$ cat src/rtl/operand2_imm_encoder_pkg.sv
// Shared types and constants for the operand-2 immediate encoder.
package cpu_pkg;

    typedef enum logic [1:0] {
        IDLE   = 2'd0,
        SEARCH = 2'd1,
        DONE   = 2'd2
    } enc_state_t;

    localparam int ROT_STEPS = 16;
    localparam int IMM_W     = 8;
    localparam int ROT_W     = 4;

    // Highest rotate field value; the search wraps to the inverse pass after it.
    localparam logic [ROT_W-1:0] ROT_LAST = ROT_W'(ROT_STEPS - 1);

    // The rotate field counts bit pairs, so the shift amount is twice the field.
    function automatic logic [4:0] shift_amt(input logic [ROT_W-1:0] rot);
        return {rot, 1'b0};
    endfunction

endpackage

$ cat src/rtl/operand2_imm_encoder_rol32.sv
// Combinational 32-bit rotate-left; amt wraps modulo 32.
module rol32 (
    input  logic [31:0] data,
    input  logic [4:0]  amt,
    output logic [31:0] rotated
);

    // Each output bit selects the source bit amt positions below it (mod 32).
    generate
        for (genvar gi = 0; gi < 32; gi++) begin : g_bit
            localparam logic [4:0] POS = 5'(gi);
            logic [4:0] src_idx;
            assign src_idx     = POS - amt;
            assign rotated[gi] = data[src_idx];
        end
    endgenerate

endmodule

$ cat src/rtl/operand2_imm_encoder.sv
// Searches for an imm8/rot4 pair (optionally of the inverted value) that
// expands to a given 32-bit constant, trying one rotation per cycle.
module operand2_imm_encoder
    import cpu_pkg::*;
#(
    parameter bit SEARCH_INVERTED = 1'b1
) (
    input  logic        clk,
    input  logic        reset,
    input  logic        start,
    input  logic [31:0] value_in,
    output logic        busy,
    output logic        done,
    output logic        valid,
    output logic [7:0]  imm8_out,
    output logic [3:0]  rot4_out,
    output logic        inv_out
);

    enc_state_t       state_reg, state_next;
    logic [31:0]      val_reg, val_next;
    logic [ROT_W-1:0] rot_reg, rot_next;
    logic             inv_reg, inv_next;

    logic             valid_reg, valid_next;
    logic [IMM_W-1:0] imm8_reg, imm8_next;
    logic [ROT_W-1:0] rot4_reg, rot4_next;
    logic             inv_out_reg, inv_out_next;

    logic [31:0]      src;
    logic [31:0]      cand;
    logic             hit;

    // Rotating left undoes the ROR of the expansion path; a hit leaves only
    // the low byte populated.
    assign src = inv_reg ? ~val_reg : val_reg;

    rol32 u_rol (
        .data    (src),
        .amt     (shift_amt(rot_reg)),
        .rotated (cand)
    );

    assign hit = (cand[31:IMM_W] == '0);

    // State, search registers and result registers; reset aborts any search.
    always_ff @(posedge clk or posedge reset) begin
        if (reset) begin
            state_reg   <= IDLE;
            val_reg     <= '0;
            rot_reg     <= '0;
            inv_reg     <= 1'b0;
            valid_reg   <= 1'b0;
            imm8_reg    <= '0;
            rot4_reg    <= '0;
            inv_out_reg <= 1'b0;
        end else begin
            state_reg   <= state_next;
            val_reg     <= val_next;
            rot_reg     <= rot_next;
            inv_reg     <= inv_next;
            valid_reg   <= valid_next;
            imm8_reg    <= imm8_next;
            rot4_reg    <= rot4_next;
            inv_out_reg <= inv_out_next;
        end
    end

    // Next-state logic: accept a request, step through candidates in search
    // order (direct rot 0..15, then inverted rot 0..15), publish the result.
    always_comb begin
        state_next   = state_reg;
        val_next     = val_reg;
        rot_next     = rot_reg;
        inv_next     = inv_reg;
        valid_next   = valid_reg;
        imm8_next    = imm8_reg;
        rot4_next    = rot4_reg;
        inv_out_next = inv_out_reg;

        case (state_reg)
            IDLE: begin
                if (start) begin
                    val_next   = value_in;
                    rot_next   = '0;
                    inv_next   = 1'b0;
                    state_next = SEARCH;
                end
            end
            SEARCH: begin
                if (hit) begin
                    valid_next   = 1'b1;
                    imm8_next    = cand[IMM_W-1:0];
                    rot4_next    = rot_reg;
                    inv_out_next = inv_reg;
                    state_next   = DONE;
                end else if (rot_reg != ROT_LAST) begin
                    rot_next = rot_reg + 1'b1;
                end else if (!inv_reg && SEARCH_INVERTED) begin
                    inv_next = 1'b1;
                    rot_next = '0;
                end else begin
                    valid_next   = 1'b0;
                    imm8_next    = '0;
                    rot4_next    = '0;
                    inv_out_next = 1'b0;
                    state_next   = DONE;
                end
            end
            DONE: begin
                state_next = IDLE;
            end
            default: begin
                state_next = IDLE;
            end
        endcase
    end

    assign busy     = (state_reg != IDLE);
    assign done     = (state_reg == DONE);
    assign valid    = valid_reg;
    assign imm8_out = imm8_reg;
    assign rot4_out = rot4_reg;
    assign inv_out  = inv_out_reg;

endmodule

$ cat config.mk
export PLATFORM = sky130hd
export DESIGN_NAME = operand2_imm_encoder
export DESIGN_NICKNAME = d
export VERILOG_FILES = /design/src/rtl/operand2_imm_encoder_pkg.sv /design/src/rtl/operand2_imm_encoder_rol32.sv /design/src/rtl/operand2_imm_encoder.sv
export SDC_FILE = /design/constraint.sdc
export NUM_CORES = 1
export LEC_CHECK = 0
export ABC_CLOCK_PERIOD_IN_PS = 7500
export CAP_MARGIN = 5
export CORE_MARGIN = 2
export CORE_UTILIZATION = 29
export CTS_BUF_LIST = sky130_fd_sc_hd__clkbuf_4 sky130_fd_sc_hd__clkbuf_8
export DETAILED_ROUTE_END_ITERATION = 10
export PLACE_DENSITY = 0.5
export SLEW_MARGIN = 20
export SYNTH_ARGS = -nofsm -noshare
export SYNTH_HDL_FRONTEND = slang
export SYNTH_SLANG_ARGS = --single-unit
$ cat constraint.sdc
create_clock -name clk -period 7.5 [get_ports clk]
set_input_delay 1.5 -clock clk [delete_from_list [all_inputs] [get_ports clk]]
set_output_delay 1.5 -clock clk [all_outputs]
set_load 0.1 [all_outputs]
* Word level (Yosys, flattened, before mapping)
Index checks and enable logic that the tools add are counted.
** Storage, ports and cells
- Input bits :: 35
- Word-level logic and storage cells :: 183
- RAM bits :: 0
- Memories :: 0
- Bits in read-only memories :: 0
- Bits in latches :: 0
- Register bits :: 53
- Output and inout port bits :: 16
** Operators by class
- Shift-type cells :: 0
- Add/subtract/negate cells :: 33
- Multiplexer cells :: 89
- Reductions and logical operators :: 10
- Div/mod/pow operators :: 0
- Order comparisons :: 32
- Multiply operators :: 0
- Bitwise operators :: 1
- Eq/ne operators :: 10
** Operator list (number)
- less-than comparator 5 x 6 -> 1 bit (second input constant) :: 32
- binary-select mux 1 bit (select 5 bit) :: 32
- subtractor 5 bit (first input constant) :: 16
- subtractor 4 x 5 -> 5 bit (first input constant) :: 8
- 2-to-1 mux 1 bit :: 39
- 2-to-1 mux 32 bit :: 1
- NOT 32 bit :: 1
- 2-to-1 mux 4 bit :: 7
- logical NOT 24 bit :: 1
- 2-to-1 mux 8 bit :: 3
- subtractor 3 x 5 -> 5 bit (first input constant) :: 4
- subtractor 1 x 5 -> 5 bit (first input constant) :: 2
- subtractor 2 x 5 -> 5 bit (first input constant) :: 2
- != test 3 bit (second input constant) :: 3
- 2-to-1 mux 2 bit :: 4
- != test 2 bit (second input constant) :: 4
- one-hot mux 4 bit (2 select lines) :: 1
- AND reduction 4 bit :: 2
- AND reduction 3 bit :: 2
- nonzero test 2 bit :: 3
- adder 4 x 1 -> 4 bit (second input constant) :: 1
- != test 4 bit (second input constant) :: 1
- one-hot mux 2 bit (2 select lines) :: 1
- == test 2 x 1 -> 1 bit (second input constant) :: 1
- 4 further kinds :: 4

* Logic depth before layout (Yosys ltp)
- Depth after elaboration :: 7
- Depth in mapped cells :: 13
- Mapped depth without buffers :: 10

* By module
A second synthesis with hierarchy kept.
** Second synthesis, totals
- Cells, all modules :: 549
- Area total of the unflattened synthesis :: 5790.6 sq um
** By module, submodules not included
- rol32 :: area an instance 3204.3 sq um, sequential area each 0.0 sq um, instances 1, cells an instance 334
- operand2_imm_encoder :: area an instance 2586.2 sq um, sequential area each 1326.3 sq um, instances 1, cells an instance 215

* Worst setup path before layout
Ideal clock, no wire load.
- Path type :: register -> register
- Start :: register rot_reg[1]
- End :: register rot4_reg[2], in the netlist rot4_out[2]
- Data arrival time :: 3318 ps
- Setup slack :: 4051 ps
- Cell stages (with the launch flop) :: 12
- Period minus slack after synthesis :: 3449 ps
- Setup time :: 131 ps
- Path buffers :: 2
- Data required time :: 7369 ps
- Cell sequence :: dfrtp_1 -> buf_2 -> inv_1 -> ha_1 -> xnor2_1 -> mux4_2 -> nor3_2 -> a31oi_1 -> nor4_2 -> nand3_4 -> buf_6 -> mux2i_1
** On the way
- Word-level cells in the longest chain between the ends :: 6
- Elaborated cells between the ends (all ways) :: 78
- Those cells by class :: add/sub (24); eq/ne (2); mux (49); reduce/logical (3)
** Ends and longest elaborated chain
- from (decl) :: line operand2_imm_encoder.sv:22 : logic [ROT_W-1:0] rot_reg, rot_next;
- from (signal assigned) :: line operand2_imm_encoder.sv:60 : rot_reg <= rot_next;
- subtractor 4 x 5 -> 5 bit or subtractor 5 bit (tied branches) :: line operand2_imm_encoder_rol32.sv:13 : assign src_idx = POS - amt;
- binary-select mux 1 bit (select 5 bit) :: line operand2_imm_encoder_rol32.sv:14 : assign rotated[gi] = data[src_idx];
- 2-to-1 mux 1 bit (not written as such) :: line operand2_imm_encoder_rol32.sv:14
- logical NOT 24 bit :: line operand2_imm_encoder.sv:44 : assign hit = (cand[31:IMM_W] == '0);
- != test 2 bit (no source line) or nonzero test 2 bit (tied branches)
- AND reduction 3 bit (no source line)
- to (signal assigned) :: line operand2_imm_encoder.sv:64 : rot4_reg <= rot4_next;
- to (decl) :: line operand2_imm_encoder.sv:27 : logic [ROT_W-1:0] rot4_reg, rot4_next;
Several ways; a longest one is shown, not always the timed one. The select of a mux whose other input is x is not followed.
A chain may end at the register's enable or synchronous reset.

* Worst setup path in the final report
- Start :: register rot_reg[2]
- End :: register rot4_reg[3], in the netlist rot4_out[3]
The elaborated chain is that of the path after synthesis.

==> flow_metrics.tcl <==
set metrics [dict create \
    post-route-drc-count 0 \
    grt_pass1_vias 3646 \
    io_buffers 50 \
    worst_slew_pin_slew_ns 0.9764 \
    ys.flop_type "dfrtp_1" \
    overflow 0 \
    p_clk_share_pct 8.1 \
    dpl_cell_area_um2 4870 \
    crit_path_top_delay_cell "dfrtp_1" \
    start_util_pct 29.55 \
    synth_area_leader_cell "dfrtp_1" \
    power.switching_mw 1.297 \
    hold_violations 0 \
    dr.pass1.iters 4 \
    antenna_cells 0 \
    worstReg2RegEnd "rot4_out[3]" \
    fmax_ghz 0.2237 \
    largest_register_ff_count 32 \
    min_delay_path_depth 2 \
    hold_path_class "reg -> reg" \
    rr_worst_depth 10 \
    final_cell_count_no_fill 691 \
    postSynthAreaPerCell_um2 9.010 \
    grt_pass1_wl_mm 19.98 \
    worst-path-stages 10 \
    p_per_area_nw_per_um2 522.0 \
    endpoint_kind "register" \
    dp_hpwl_mm 8.762 \
    final_area_um2 4990 \
    skew_ns 0.005228 \
    critical_path.endpoint "rot4_out[3]" \
    drv_cap 0 \
    synth_area_um2 4262 \
    crit_type "reg -> reg" \
    wl_per_cell_um 17.16 \
    layout.nets 548 \
    p_sw_share_pct 49.81 \
    cts_setup_buffers 0 \
    ys_seq_area_share_pct 31.12 \
    rr_startpoint "rot_reg[2]" \
    grt.met3_usage_pct 2.525 \
    whs_ns 0.4961 \
    slew_viol_final 0 \
    cts_resized 0 \
    fp.coreArea_um2 14420 \
    start_kind "register" \
    crit_buf_inv 1 \
    cts_buffer_depth 2 \
    rsz0062_at_grt "false" \
    antenna_left 0 \
    leakage_nw 2.146 \
    avgViaCountPerCell 5.279 \
    synthTopCellsByArea "dfrtp_1 31%, mux4_2 14%, nand2_1 13%, mux2i_1 8.9%, xnor2_1 5.1%" \
    synthArstFlopShare_pct 100.0 \
    cts_tree "done" \
    place_congestion 0.8543 \
    die_area_um2 15680 \
    clk_latency_ns 0.32 \
    cts_hold_buf 0 \
    finalCritPeriodShare_pct 59.59 \
    synth.most_common_cell "nand2_1" \
    yosysTopAreaCellShare_pct 31.12 \
    intPower_mw 1.307 \
    met1_usage_pct 22.14 \
    grt_start_max_net_pins 54 \
    setup_viol 0 \
    cp_cell_sequence "inv_1 > ha_1 > mux4_2 > mux2i_1 > nand3_1 > nand3_1 > o31ai_1 > nor4_2 > nand3_4 > mux2i_1" \
    ys_warn_count 0 \
    min_period_ns 4.469 \
    cts_made_buffers 5 \
    cts_root_buf "clkbuf_8" \
    wl_mm 11.86 \
    syn-num-nets 515 \
    crit_fanout 17 \
    synth_cells 473 \
    synth_cell_types 49 \
    antenna_found_initial 0 \
    finalPower_mw 2.605 \
    clock_sinks 53 \
    synthTopCellsByCount "142 x nand2_1, 53 x dfrtp_1, 38 x mux2i_1" \
    relSlewSlack_pct 34.70 \
    synth_edf_count 0 \
    die_h_um 125.2 \
    use_met2_pct 25.42 \
    globalRoute.busiestLayer "met2" \
    row_count 44 \
    area_delta_synth_final_pct 17.09 \
    fin_tns_setup_ns 0 \
    track_usage_pct 15.64 \
    io_pins 51 \
    ys_ff_latch 53 \
    r2r_slack_ns 3.03 \
    status "finished, final reports clean" \
    p_seq_share_pct 21.6 \
    h-tree-depth 2 \
    peakVddDrop_mv 0.1895 \
    crit_arrival_ns 4.71 \
    cpLargestDelayFamily "simple AND/OR/NAND/NOR gates" \
    cpPeakStageDelay_ns 0.90 \
    clk_pin_slew_worst_paths_ns 0.10 \
    first_iter_violations 188 \
    dp_cells 683 \
    drive_gt1_share_pct 10.06 \
    vias 3648 \
    required_ns 7.74 \
    die-width_um 125.2 \
    startpoint "rot_reg[2]" \
    combPwrFrac_pct 70.3 \
]
[layer usage]
layer  vias up  routed length, um
met2       100               5464
met4         0                115
met3        10                626
li1       1746                  -
met1      1792               5651
met5         -                  0
[worst min path at each step]
stage	startpoint	to	slack, ns
3_5_place_dp	valid	valid	0.49
2_1_floorplan	val_reg[0]	val_reg[0]	0.52
6_report	valid	valid	0.50
5_1_grt	valid	valid	0.54
4_1_cts	valid	valid	0.51
3_3_place_gp	valid	valid	0.47
[cells by family after synthesis]
| logic type | count (synthesis) | share of synthesized area (%) |
|---|---|---|
| AOI/OAI and AO/OA | 57 | 10.54 |
| xor gates and xnor gates | 28 | 5.755 |
| buffers and inverters | 37 | 4.551 |
| adders and majority gates | 7 | 2.055 |
| and+or+nand+nor | 225 | 22.78 |
| DFF | 53 | 31.12 |
| muxes | 66 | 23.19 |
[worst register-to-register path: stages (launching register included)]
cell	delay (ns)
dfrtp_1	0.90
inv_1	0.33
ha_1	0.69
mux4_2	0.56
mux2i_1	0.27
nand3_1	0.10
nand3_1	0.10
o31ai_1	0.11
nor4_2	0.67
nand3_4	0.38
mux2i_1	0.27
[stage by stage]
step / setup WS, ns / util, %
after floorplan: 4.051 / -
after global placement: 3.038 / 33.76
after detailed placement: 2.946 / 33.76
after CTS: 2.928 / 34.59
after global routing: 2.544 / 34.59
final: 3.031 / 34.59
[layout make-up]
cell class                      count  area [um^2]
Tap cell                          184        230.2
Multi-Input combinational cell    383         2741
Inverter                            7        26.28
Clock inverter                      2        37.54
Sequential cell                    53         1326
Fill cell                        1523         9434
Timing Repair Buffer               56        545.5
Clock buffer                        6        82.58
[layout by cell type, fill, tap and decap left out, drive strengths merged, types with 3 or more instances in the layout]
master         synthesis  final
o2bb2ai                7      7
a22oi                  4      4
mux2i                 38     38
o22ai                 10     10
inv                    7      7
nor4                   5      5
nor3                   6      6
nor2                  33     33
a21oi                  6      6
ha                     7      7
xor2                   3      3
a211o                  4      4
clkdlybuf4s50          0     50
nand2                142    142
dfrtp                 53     53
and3                   7      7
nor2b                  3      3
xnor2                 25     25
mux4                  26     26
buf                   17      6
o21a                   4      4
a221oi                 8      8
nand3                 19     19
clkbuf                13      6
[power groups by stage]
stage	logic [mW]	registers [mW]	clock network [mW]
floorplan	1.47	0.494	0
global placement	1.79	0.567	0
detailed placement	1.82	0.571	0
CTS	1.82	0.564	0.220
global route	2.00	0.583	0.233
finish	1.83	0.563	0.211
No activity file was read; power rests on OpenSTA's default activity.
==> RTL change: new RTL, same flow settings <==
Reset style: synchronous (`reset`), changed in one clocked block.
--- a/src/rtl/operand2_imm_encoder.sv
+++ b/src/rtl/operand2_imm_encoder.sv
@@ -44,7 +44,7 @@
     assign hit = (cand[31:IMM_W] == '0);
 
     // State, search registers and result registers; reset aborts any search.
-    always_ff @(posedge clk or posedge reset) begin
+    always_ff @(posedge clk) begin
         if (reset) begin
             state_reg   <= IDLE;
             val_reg     <= '0;
Function: differs if reset is asserted again (counterexample within 4 cycles, from zero or initial values and one cycle with reset high); with reset held inactive, the same outputs for 4 cycles.
==> RTL change against the original RTL <==
  * Final cell count increased by 1.9%
  * Setup slack got worse by 0.12 ns
  * Final area increased by 3.4%
  * Sequential cell count unchanged
  * Synthesized area increased by 5.9%
  * First-iteration DRC count increased by 77%
  * Wire length increased by 1.7%
  * Clock skew increased by 0.0056 ns
  * Via count increased by 6.5%
  * Critical path depth unchanged
  * Count of clock-buffer cells in the layout decreased by 1
  * Synthesized cell count increased by 4.0%
  * Die area increased by 5.7%
  * Largest cell class unchanged
  * Highest routed layer unchanged
Power is left out: it rests on default switching activity, and per cell area and clock period it moved more than threefold.
==> RTL change: results (changes against the original RTL) <==
Status: finished clean
Final nets: 557 (+1.6%)
Setup Skew: 0.0108 ns (+0.00560 ns)
Adder-Cell Fraction of Synth Area: 1.94% (-0.11 points)
CP max stage delay: 0.83 ns (-0.07 ns)
Area contributors post-synth: dfxtp_1, mux4_2, nand2_1
Hold Path Depth: 2 (unchanged)
Global-route wire length before repair: 19.6 mm (-1.7%)
Bufs w/o clock: 55 (-1.8%)
Post-CTS Setup Inserts: 0 (unchanged)
Layout fillers: 1,581 (+3.8%)
Top FF cell, synth: dfxtp_1
Register area share after synthesis: 23.5% (-7.6 points)
Async SR Flop Fraction: 0% (-100 points)
Placed Cells: 696 (+1.9%)
TritonCTS Buffers: 5 (unchanged)
CP arrival: 4.86 ns (+0.15 ns)
Area of the multi-input gates: 3200 sq um (+17%)
Routability Congestion: 0.842 (-1.5%)
Initial DRC Count: 333 (+77%)
Post-Synth XOR/XNOR Area: 5.57% (-0.18 points)
Compound-cell area share of the yosys netlist: 12.1% (+1.6 points)
Count of different cell masters after synthesis: 54 (+10%)
Critical Path Slowest Stage Cell: ha_1
Top cell type's share of synthesized area: 23.5% (-7.6 points)
Syn nets: 534 (+3.7%)
Synth Area per Inst: 9.17 sq um (+1.8%)
Clk tree area frac: 1.82% (-0.59 points)
Routed wire length: 12.1 mm (+1.7%)
Hold Path Origin: imm8_out[6]
Clk_lat worst skew: 0.34 ns (+0.02 ns)
CTS root buf: clkbuf_8
Multi-input gates: 390 (+1.8%)
Crit. Startpoint: rot_reg[1]
DP Area: 5060 sq um (+4.0%)
Fraction of area in non-clock buffers: 10.3% (-0.60 points)
Worst hold slack: 0.484 ns (-0.0121 ns)
Critical R2R Capture: inv_out
Worst slew pin tran: 1.02 ns (+0.0387 ns)
Tot GR Track Use: 15.0% (-0.65 points)
Mux contribution to synthesized area: 31.2% (+8.0 points)
Crit path max-delay family: multiplexers
Via density per instance: 5.52 (+4.5%)
Seq/total area: 20.6% (-6.0 points)
Top cells by count, synth: nand2_1, dfxtp_1, a21oi_1, mux4_2, mux2i_1
Post-DP HPWL: 8.84 mm (+0.88%)
Vias in the first global route: 3,727 (+2.2%)
Hold endpoint: imm8_out[6]
Post-route cell area: 5160 sq um (+3.4%)
Vias after detailed routing: 3,885 (+6.5%)
Crit path max fanout: 18 (+1)
R2R setup slack: 2.91 ns (-0.12 ns)
Share of cells above drive strength 1: 16.5% (+6.4 points)
IO Port Bufs: 50 (unchanged)
Non-clock inverters: 10 (+3)
Sequential cell count: 53 (unchanged)
Largest net degree at the start of global routing: 52 (-3.7%)
==> RTL change: cell count changes after synthesis, sizes merged, moves of 14 or more <==
cell	unedited run	this run
a21oi	6	51
dfrtp	53	0
dfxtp	0	53
mux4	26	43
nand2	142	96
nand3	19	1
nor2	33	19
o21ai	1	16
==> RTL change: worst min-delay path: cells and delay by family, from the launching register on <==
| kind | cells | cell delay, ns |
|---|---|---|
| AO/OA/AOI/OAI | 2 | 0.12 |
| flip-flops | 1 | 0.33 |
==> RTL change: worst max-delay path by stage <==
stage | to | slack (ns) | depth (start not counted)
finish | inv_out | 2.91 | 10
global route | imm8_out[5] | 2.61 | 10
CTS | inv_out | 2.88 | 10
detailed placement | inv_out | 2.90 | 10
global placement | inv_out | 3.04 | 11
floorplan | imm8_out[0] | 3.66 | 15
==> RTL change: routing by layer <==
layer  track usage (%)  routed length, microns  vias to the layer above
met5                 0                       0                        -
li1                  -                       -                     1857
met1              20.0                    5470                     1939
met3              2.29                     515                        6
met4              4.22                     122                        0
met2              25.2                    5950                       83
